--- config.mk ---
export PLATFORM = sky130hd
export DESIGN_NAME = seg_display_scanner
export DESIGN_NICKNAME = d
export VERILOG_FILES = /design/src/rtl/seg_display_scanner.sv
export SDC_FILE = /design/constraint.sdc
export NUM_CORES = 1
export LEC_CHECK = 0
export CORE_MARGIN = 2
export CORE_UTILIZATION = 57
export DETAILED_ROUTE_END_ITERATION = 10
export GPL_TIMING_DRIVEN = 0
export PLACE_DENSITY = 0.88
export SLEW_MARGIN = 30
export SYNTH_ARGS = -nofsm -noshare
export SYNTH_HDL_FRONTEND = slang
export SYNTH_SLANG_ARGS = --single-unit
--- constraint.sdc ---
create_clock -name clk -period 4.1 [get_ports clk]
set_input_delay 0.82 -clock clk [delete_from_list [all_inputs] [get_ports clk]]
set_output_delay 0.82 -clock clk [all_outputs]
set_load 0.01 [all_outputs]
--- src/rtl/seg_display_scanner.sv ---
// Time-multiplexed 7-segment bank driver; writes double-buffered and committed at frame boundaries.
// Outputs registered (no added latency vs. slot timing); no backpressure, a newer write simply replaces the pending one.
module seg_display_scanner #(
   parameter int NUM_DIGITS    = 4,
   parameter int TICK_DIV      = 50000,
   parameter int BLANK_CYCLES  = 16,
   parameter int DIGIT_ACT_LOW = 1,
   parameter int SEG_ACT_LOW   = 1
) (
   input  logic                    clk,
   input  logic                    rst,
   input  logic                    wr_en,
   input  logic [4*NUM_DIGITS-1:0] wr_data,
   input  logic [NUM_DIGITS-1:0]   wr_dp,
   input  logic                    blank_lz,
   output logic [NUM_DIGITS-1:0]   digit_sel,
   output logic [6:0]              seg,
   output logic                    dp,
   output logic                    frame_start,
   output logic                    pending
);

   localparam int PW = $clog2(TICK_DIV);
   localparam int IW = $clog2(NUM_DIGITS);
   localparam logic [PW-1:0] PRESC_LAST = PW'(TICK_DIV - 1);
   localparam logic [PW-1:0] BLANK_END  = PW'(BLANK_CYCLES);
   localparam logic [IW-1:0] IDX_LAST   = IW'(NUM_DIGITS - 1);

   localparam logic [NUM_DIGITS-1:0] SEL_OFF = (DIGIT_ACT_LOW != 0) ? {NUM_DIGITS{1'b1}} : {NUM_DIGITS{1'b0}};
   localparam logic [6:0]            SEG_OFF = (SEG_ACT_LOW != 0) ? 7'h7F : 7'h00;
   localparam logic                  DP_OFF  = (SEG_ACT_LOW != 0);

   localparam logic [0:0] ST_BLANK = 1'b0;
   localparam logic [0:0] ST_DRIVE = 1'b1;

   logic [PW-1:0]           presc, prescNext;
   logic [IW-1:0]           idx, idxNext;
   logic                    prescWrap, frameEdge;
   logic [0:0]              slotNext;
   logic [4*NUM_DIGITS-1:0] dispDat, dispDatNext, pendDat;
   logic [NUM_DIGITS-1:0]   dispDp, dispDpNext, pendDp;
   logic [NUM_DIGITS-1:0]   lzMask;
   logic                    allZero;
   logic [3:0]              curNib;
   logic                    curDp, lzBlank;
   logic [6:0]              segActive;

   function automatic logic [6:0] decodeHex(input logic [3:0] nib);
      case (nib)
         4'h0: decodeHex = 7'h3F;
         4'h1: decodeHex = 7'h06;
         4'h2: decodeHex = 7'h5B;
         4'h3: decodeHex = 7'h4F;
         4'h4: decodeHex = 7'h66;
         4'h5: decodeHex = 7'h6D;
         4'h6: decodeHex = 7'h7D;
         4'h7: decodeHex = 7'h07;
         4'h8: decodeHex = 7'h7F;
         4'h9: decodeHex = 7'h6F;
         4'hA: decodeHex = 7'h77;
         4'hB: decodeHex = 7'h7C;
         4'hC: decodeHex = 7'h39;
         4'hD: decodeHex = 7'h5E;
         4'hE: decodeHex = 7'h79;
         default: decodeHex = 7'h71;
      endcase
   endfunction

   // Outputs are computed from next-cycle state so the registered pins line up with the prescaler.
   always_comb begin
      prescWrap = (presc == PRESC_LAST);
      prescNext = prescWrap ? '0 : presc + 1'b1;
      idxNext   = idx;
      if (prescWrap) begin
         idxNext = (idx == IDX_LAST) ? '0 : idx + 1'b1;
      end
      frameEdge   = prescWrap && (idx == IDX_LAST);
      dispDatNext = dispDat;
      dispDpNext  = dispDp;
      if (frameEdge) begin
         if (wr_en) begin
            dispDatNext = wr_data;
            dispDpNext  = wr_dp;
         end else if (pending) begin
            dispDatNext = pendDat;
            dispDpNext  = pendDp;
         end
      end
      slotNext = (prescNext < BLANK_END) ? ST_BLANK : ST_DRIVE;
   end

   // A digit is a leading zero when it and every more-significant nibble are zero; digit 0 never is.
   always_comb begin
      lzMask  = '0;
      allZero = 1'b1;
      for (int k = NUM_DIGITS - 1; k >= 1; k--) begin
         allZero   = allZero && (dispDatNext[4*k +: 4] == 4'h0);
         lzMask[k] = allZero;
      end
   end

   always_comb begin
      curNib    = dispDatNext[4*int'(idxNext) +: 4];
      curDp     = dispDpNext[idxNext];
      lzBlank   = blank_lz && lzMask[idxNext];
      segActive = lzBlank ? 7'h00 : decodeHex(curNib);
   end

   always_ff @(posedge clk or posedge rst) begin
      if (rst) begin
         presc       <= '0;
         idx         <= '0;
         dispDat     <= '0;
         dispDp      <= '0;
         pendDat     <= '0;
         pendDp      <= '0;
         pending     <= 1'b0;
         frame_start <= 1'b0;
         digit_sel   <= SEL_OFF;
         seg         <= SEG_OFF;
         dp          <= DP_OFF;
      end else begin
         presc       <= prescNext;
         idx         <= idxNext;
         dispDat     <= dispDatNext;
         dispDp      <= dispDpNext;
         frame_start <= frameEdge;
         if (frameEdge) begin
            pending <= 1'b0;
         end else if (wr_en) begin
            pendDat <= wr_data;
            pendDp  <= wr_dp;
            pending <= 1'b1;
         end
         if (slotNext == ST_DRIVE) begin
            digit_sel <= SEL_OFF ^ (NUM_DIGITS'(1) << idxNext);
            seg       <= SEG_OFF ^ segActive;
            dp        <= DP_OFF ^ curDp;
         end else begin
            digit_sel <= SEL_OFF;
            seg       <= SEG_OFF;
            dp        <= DP_OFF;
         end
      end
   end

endmodule

Yosys cells after proc, flatten, opt, wreduce, memory -nomap -nowiden
Memory sizes are Yosys's and may differ from the RTL's. Cells that the tools add are included.

Bits in registers: 72. Bits in latches: 0. Memory bits (writable): 0. Memory bits (read-only): 112. Bits of input ports: 24. Output and inout port bits: 14. Word-level logic and storage cells: 52. Memories kept: 1.

$add $sub $neg: 2. $mul: 0. Divide/modulo/power cells: 0. Order comparisons: 2. Eq/ne operators: 2. Shifts and indexed selects: 2. Muxes and demuxes: 19. Bitwise gates (word level): 4. Reduce and logical (&&, ||, !) cells: 9.

Memory list: (no name shown) (words 16, width 7, read ports 1, clocked after Yosys merged registers in 0, write ports 0, line 49) `case (nib)`.

Operators with widths (number): 16-bit two-way mux (4); 16-bit by 1-bit adder with 16-bit output (second input constant) (1); 16-bit == test (second input constant) (1); 16-bit by 5-bit less-than comparator with 1-bit output (second input constant) (1); 4-bit two-way mux (4); 16-bit by 5-bit indexed part select with 4-bit output (1); 7-bit two-way mux (2); 4-bit logical NOT (3); 7-bit NOT (1); 1-bit two-way mux (5); 1-bit binary-select mux with 2-bit select (2); 1-bit logical AND (4); 2-bit two-way mux (2); 4-bit NOT (1); 1-bit by 2-bit left shift with 4-bit output (first input constant) (1); 2-bit by 3-bit less-than comparator with 1-bit output (second input constant) (1); 2-bit by 1-bit adder with 2-bit output (second input constant) (1); 2-bit == test (second input constant) (1); 1-bit NOT (2); 2-bit AND reduction (1); 2-bit nonzero test (1).

Logic depth before layout (Yosys ltp)
Gate-level depths: netlist of run 1.

Depth after elaboration: 12. Gate-level depth with buffers: 14. Mapped depth without buffers: 13.

Worst setup path after synthesis of run 1
No wires, ideal clock.

Path type: register to register. Start point: register presc[11]. End point: register seg[3]. Library setup time: 92 ps. Arrival time: 3206 ps. Data required time: 4008 ps. Path slack: 802 ps. Stages on the path, launching flop included: 13. Path buffers: 0. Period minus slack after synthesis: 3298 ps. Cell sequence: dfrtp_1 or4b_4 nor4_4 mux2i_1 clkinv_2 nor2_1 a22oi_1 nand2_1 inv_1 ha_1 nor2b_1 a211oi_1 o21ai_1.

Elaborated cells between the ends (all ways): 20. Those cells by class: add/sub: 1; order compare: 1; eq/ne: 1; shift: 1; mux: 7; bitwise: 1; reduce/logical: 7; memory: 1.

RTL lines: from (decl) (line 36) `logic [PW-1:0] presc, prescNext;`; from (signal assigned) (line 123) `presc <= prescNext;`; 16-bit == test (*) (line 71) `prescWrap = (presc == PRESC_LAST);`; 2-bit two-way mux (*) (line 74) `if (prescWrap) begin`; via idxNext[1] (line 37) `logic [IW-1:0] idx, idxNext;`; branches (longest 3 deep; another with memory 16 x 7 bit); 7-bit two-way mux (*) (line 106) `segActive = lzBlank ? 7'h00 : decodeHex(curNib);`; 7-bit NOT (no source line) (*); 7-bit two-way mux (*) (line 135) `if (slotNext == ST_DRIVE) begin`; to (signal assigned) (line 137) `seg <= SEG_OFF ^ segActive;`; to (decl) (line 17) `output logic [6:0] seg,`.

Mark *: on every way through the listed nets, which the timed path passes. The select of a mux whose other input is x is not followed. A chain may end at the register's enable or synchronous reset.

Worst setup path after layout of run 1
Ends and elaborated chain as after synthesis.

==> flow_metrics.py, run 1 <==
metrics = {
    "synth": {
        "synthTopCellsByCount": "dfrtp_1 (60), nand2_1 (40), mux2_2 (20), nor2_1 (20), mux2i_1 (16)",
        "synth.top_cell.area_share_pct": 41.0,
        "yosysWarnings": 0,
        "synth_area_leaders": "dfrtp_1 (41%), dfstp_2 (8.6%), mux2_2 (6.2%)",
        "synthMostInstantiatedCell": "dfrtp_1",
        "yosys_register_bits": 72,
        "synth_nets": 375,
        "post-synth-top-area-cell": "dfrtp_1",
        "ys_types": 45,
        "synth_seq_area_share_pct": 49.6,
        "syn_area_per_cell_sq_um": 10.7,
        "ys_async_sr_fraction_pct": 100,
        "syn_inst": 343,
        "syn_area_sq_um": 3660,
        "synth_edf_count": 0,
        "synthFlopType": "dfrtp_1",
    },
    "critical_path": {
        "critPathArrivalTime_ns": 4.09,
        "cp-startpoint": "presc[11]$_DFF_PP0_",
        "crit_path_top_delay_cell": "or4b_4",
        "cp_max_fo": 6,
        "cp_data_required_time_ns": 4.38,
        "max_stage_delay_ns": 0.60,
        "r2r_slack_ns": 0.29,
        "path_cells": "or4b_4 > nor4_4 > mux2i_2 > clkinv_1 > nor2_1 > a22oi_1 > nand2_1 > inv_1 > ha_1 > nor2b_1 > a211oi_1 > o21ai_1",
        "r2r_start": "presc[11]$_DFF_PP0_",
        "start_kind": "register",
        "r2r_cells": 12,
        "crit_type": "register to register",
        "timing.rr.end": "seg[3]$_DFF_PP1_",
        "cp-end-kind": "register",
    },
    "finish": {
        "fill_cells": 460,
        "syn_to_final_growth_pct": 20.0,
        "drive_gt1_share_pct": 16.9,
        "fin_cells": 474,
        "antenna_cells": 0,
        "final_nets": 424,
    },
    "routing": {
        "top_layer": "met4",
        "wl_met1_um": 3530,
        "dr_wl_met2_um": 4230,
        "viasPerCell": 6.12,
        "met3_length_um": 350,
        "first_pass_iters": 5,
        "wire_per_inst_um": 17.5,
        "drt_wl_total_um": 8270,
        "ant_nets": 0,
        "drc": 0,
        "drtIter0Drc": 192,
        "vias": 2902,
    },
    "clock_tree": {
        "clockRootBuffer": "clkbuf_8",
        "path_clk_slew_ns": 0.09,
        "cts_sinks": 72,
        "htreeDepth": 3,
        "cts_buffer_depth": 2,
        "cts_resized": 0,
        "insertion_delay_ns": 0.36,
        "cts_buffers": 9,
        "cts_tree": "yes",
        "hold_buffers": 0,
        "post_cts_buffers": 0,
    },
    "die": {
        "io_pins": 38,
        "chipHeight_um": 84.1,
        "dieArea_sq_um": 7080,
        "core_area_sq_um": 6280,
        "initial_core_util_pct": 58.3,
        "die_w_um": 84.1,
        "rows": 29,
    },
    "timing": {
        "drv_slew": 0,
        "rsz0062_at_grt": "no",
        "final-hold-violation-count": 0,
        "setup_viol": 0,
        "relSlewSlack_pct": 48.2,
        "setup_tns_ns": 0,
        "fin_crit_sh_pct": 93.0,
        "layout_min_cycle_time_ns": 3.81,
        "final.setup.worst_slack_ns": 0.289,
        "tightest_slew_ns": 0.770,
        "max_clock_freq_mhz": 262,
        "clock_skew_ns": 0.00966,
    },
    "global_route": {
        "grt_usage_pct": 25.0,
        "antenna_found_initial": 0,
        "grt_pass1_vias": 2938,
        "grt_start_max_net_pins": 50,
        "grt_pass1_wl_um": 14000,
        "overflow": 0,
    },
    "min_path": {
        "hp-start": "pendDp[2]$_DFFE_PP0P_",
        "hold_path_depth": 1,
        "hold_path_end": "pendDp[2]$_DFFE_PP0P_",
        "hold_class": "register to register",
    },
    "placed_design": {
        "dp_cells": 458,
        "pre_cts_ws_ns": 0.217,
        "io_buffers": 37,
        "place.gp.congestion": 0.854,
        "hpwl_um": 5730,
    },
    "pwr": {
        "cellLeakagePower_uw": 0.00196,
        "ir_drop_mv": 0.259,
        "p_per_area_nw_per_um2": 335,
        "total_power_uw": 1470,
    },
    "outcome": {
        "status": "finished, final reports clean",
    },
    "run": {
        "drv_cap": 0,
    },
}
## through the flow
step	util, %	hold WS [ns]	instance area, sq um
final	70.0	0.510	4390
after global routing	70.0	0.534	4390
after CTS	69.8	0.507	4380
after detailed placement	66.2	0.485	4160
after global placement	65.8	0.479	4130
after floorplan	-	0.467	3660
## how the worst max path moves through the flow
stage                             to  depth (start not counted)
floorplan           seg[3]$_DFF_PP1_                         12
global placement    seg[3]$_DFF_PP1_                         13
global route        seg[3]$_DFF_PP1_                         12
finish              seg[3]$_DFF_PP1_                         12
detailed placement  seg[3]$_DFF_PP1_                         12
CTS                 seg[3]$_DFF_PP1_                         12
## worst max-delay path: cells and delay by family (launching register included)
family | cells | cell delay, ns
buffers and inverters | 2 | 0.41
and+or+nand+nor | 5 | 1.75
DFF | 1 | 0.43
AOI/OAI and AO/OA | 3 | 0.47
adders and majority gates | 1 | 0.23
muxes | 1 | 0.43
## cell families (layout without fill, tap and decap cells)
group,count (synthesis),count (layout),synth area share (%)
AOI/OAI and AO/OA,61,61,11.6
xor gates and xnor gates,14,14,3.35
DFF,72,72,49.6
and+or+nand+nor,123,123,18.3
muxes,36,36,10.5
adders and majority gates,8,8,2.73
buffers and inverters,29,83,3.93
## placed cells by master (no fill, tap or decap), drive strengths merged, types with 11 or more instances in the layout
| master | n |
|---|---|
| a32oi | 15 |
| clkbuf | 19 |
| clkdlybuf4s50 | 37 |
| dfrtp | 60 |
| dfstp | 12 |
| inv | 13 |
| mux2 | 20 |
| mux2i | 16 |
| nand2 | 40 |
| nand3 | 11 |
| nor2 | 20 |
| o21ai | 11 |
## cell type report
| cell class | instances | area (sq um) | area share [%] |
|---|---|---|---|
| Inverter | 12 | 48.8 | 1.11 |
| Timing Repair Buffer | 38 | 398 | 9.06 |
| Sequential cell | 72 | 1820 | 41.4 |
| Clock buffer | 9 | 124 | 2.82 |
| Tap cell | 77 | 96.3 | 2.19 |
| Multi-Input combinational cell | 242 | 1710 | 38.9 |
| Clock inverter | 7 | 103 | 2.34 |
| Buffer | 17 | 97.6 | 2.22 |
## sequential cells by signal (all words and copies together), names as in the netlist
| register | cells |
|---|---|
| dispDat | 16 |
| pendDat | 16 |
| idx | 2 |
| pendDp | 4 |
| frame_start | 1 |
| dp | 1 |
| digit_sel | 4 |
| seg | 7 |
| presc | 16 |
| pending | 1 |
| dispDp | 4 |
## per-layer routing
metal	track usage [%]	vias up
li1	-	1345
met1	32.4	1437
met2	41.8	105
met3	4.13	15
met4	10.6	0
met5	0	-
## power breakdown
group / switching [uW] / internal, uW
Sequential: 10.5 / 730
Combinational: 38.5 / 45.6
Clock: 298 / 350
Note: power is estimated with default switching activity, not from simulation.
==> inputs of run 2 (changes only) <==
- CORE_UTILIZATION: 57 -> 59
- CTS_BUF_LIST: default -> sky130_fd_sc_hd__clkbuf_8
- PLACE_DENSITY: 0.88 -> 0.9
- clock period: 4.1 -> 4.15 ns (I/O delays scaled with it)
==> flow_metrics.py, run 2 (synthesis results as in run 1) <==
metrics = {
    "clock_tree": {
        "clockRootBuffer": "clkbuf_8",
        "cts_tree": "yes",
        "htreeDepth": 3,
        "cts_buffers": 9,
        "path_clk_slew_ns": 0.08,
        "cts_buffer_depth": 2,
        "insertion_delay_ns": 0.35,
        "cts_sinks": 72,
        "hold_buffers": 0,
    },
    "timing": {
        "layout_min_cycle_time_ns": 3.86,
        "drv_slew": 0,
        "final-hold-violation-count": 0,
        "clock_skew_ns": 0.00737,
        "fin_crit_sh_pct": 93.0,
        "tightest_slew_ns": 0.865,
        "setup_tns_ns": 0,
        "max_clock_freq_mhz": 259,
        "rsz0062_at_grt": "no",
        "setup_viol": 0,
        "relSlewSlack_pct": 41.8,
    },
    "die": {
        "core_area_sq_um": 5960,
        "dieArea_sq_um": 6850,
        "io_pins": 38,
        "rows": 28,
        "die_w_um": 82.8,
        "initial_core_util_pct": 61.5,
        "chipHeight_um": 82.8,
    },
    "global_route": {
        "grt_start_max_net_pins": 49,
        "antenna_found_initial": 0,
        "grt_usage_pct": 27.9,
        "overflow": 0,
        "grt_pass1_wl_um": 14200,
        "grt_pass1_vias": 3021,
    },
    "routing": {
        "drc": 0,
        "drt_wl_total_um": 8690,
        "first_pass_iters": 5,
        "drtIter0Drc": 269,
        "viasPerCell": 6.36,
        "wire_per_inst_um": 18.4,
        "vias": 3003,
        "ant_nets": 0,
    },
    "pwr": {
        "p_per_area_nw_per_um2": 345,
        "cellLeakagePower_uw": 0.00198,
        "ir_drop_mv": 0.280,
    },
    "critical_path": {
        "r2r_cells": 12,
        "cp-end-kind": "register",
        "crit_type": "register to register",
        "cp_data_required_time_ns": 4.42,
        "cp_max_fo": 8,
        "start_kind": "register",
        "critPathArrivalTime_ns": 4.13,
    },
    "finish": {
        "antenna_cells": 0,
        "final_cell_mix": "dfrtp_1 (60), nand2_1 (40), clkdlybuf4s50_1 (37)",
        "final_core_util_pct": 74.3,
        "syn_to_final_growth_pct": 20.9,
        "final_nets": 424,
        "top_regs": "dispDat x16, pendDat x16, presc x16",
        "mostFrequentLayoutCell": "dfrtp_1",
        "drive_gt1_share_pct": 16.9,
    },
    "placed_design": {
        "hpwl_um": 5840,
        "place.gp.congestion": 0.870,
        "io_buffers": 37,
    },
    "min_path": {
        "hold_class": "register to register",
        "hold_path_depth": 1,
    },
    "outcome": {
        "status": "finished, final reports clean",
    },
    "run": {
        "drv_cap": 0,
    },
}
run 2: cell types whose count changed in the layout (fill, tap and decap cells not counted):
cell | before | now
clkinvlp_4 | 1 | 0
clkbuf_8 | 9 | 12
inv_6 | 3 | 0
bufinv_16 | 2 | 3
run 2: worst paths after layout:
check,startpoint,to,slack (ns)
setup reg to reg,presc[5]$_DFF_PP0_,seg[3]$_DFF_PP1_,0.29
hold reg to reg,pendDp[0]$_DFFE_PP0P_,pendDp[0]$_DFFE_PP0P_,0.51
setup / recovery,presc[5]$_DFF_PP0_,seg[3]$_DFF_PP1_,0.29
max in group asynchronous,rst,seg[4]$_DFF_PP1_,2.74
hold / removal,pendDp[0]$_DFFE_PP0P_,pendDp[0]$_DFFE_PP0P_,0.51
min in group asynchronous,rst,presc[5]$_DFF_PP0_,0.81
run 2: repair_timing:
item,in CTS,in global routing
buffers inserted,0,0
resized for setup,0,2
endpoints found under the setup margin,0,2
run 2: report_power, final:
group,internal [uW],switching [uW],total (uW)
combinational,45.0,38.3,83.3
sequential,721,10.2,731
clock,450,263,713
run 2: layer usage:
metal	part of all wire, %	track usage [%]	up-vias
li1	-	-	1348
met1	40	33.3	1505
met2	52	47.4	123
met3	5.1	5.19	27
met4	3.2	15.4	0
met5	0	0	-
run 2: cell type report:
type                       count  area [sq um]
buffer                        17          97.6
inverter                      12          48.8
timing repair buffer          38           398
tap                           75          93.8
sequential                    72          1820
fill                         397          1530
clock buffer                  12           165
clock inverter                 4          98.8
multi-input combinational    242          1710
run 2: worst max-delay path, cell delays in order (launching register included):
cell	delay [ns]
dfrtp_1	0.47
or4b_4	0.62
nor4_4	0.47
mux2i_2	0.43
clkinv_1	0.27
nor2_1	0.34
a22oi_1	0.15
nand2_1	0.21
inv_1	0.14
ha_1	0.34
mux2i_1	0.15
nor2_1	0.06
o21ai_1	0.14
run 2: per-stage QoR:
stage	instances	setup slack (ns)	instance area [sq um]	power, uW	hold WS, ns
global placement	455	0.369	4130	820	0.479
CTS	472	0.215	4420	1530	0.510
detailed placement	456	0.236	4160	827	0.488
finish	472	0.289	4430	1530	0.509
floorplan	343	0.852	3660	784	0.467
global route	472	0.118	4430	1570	0.522
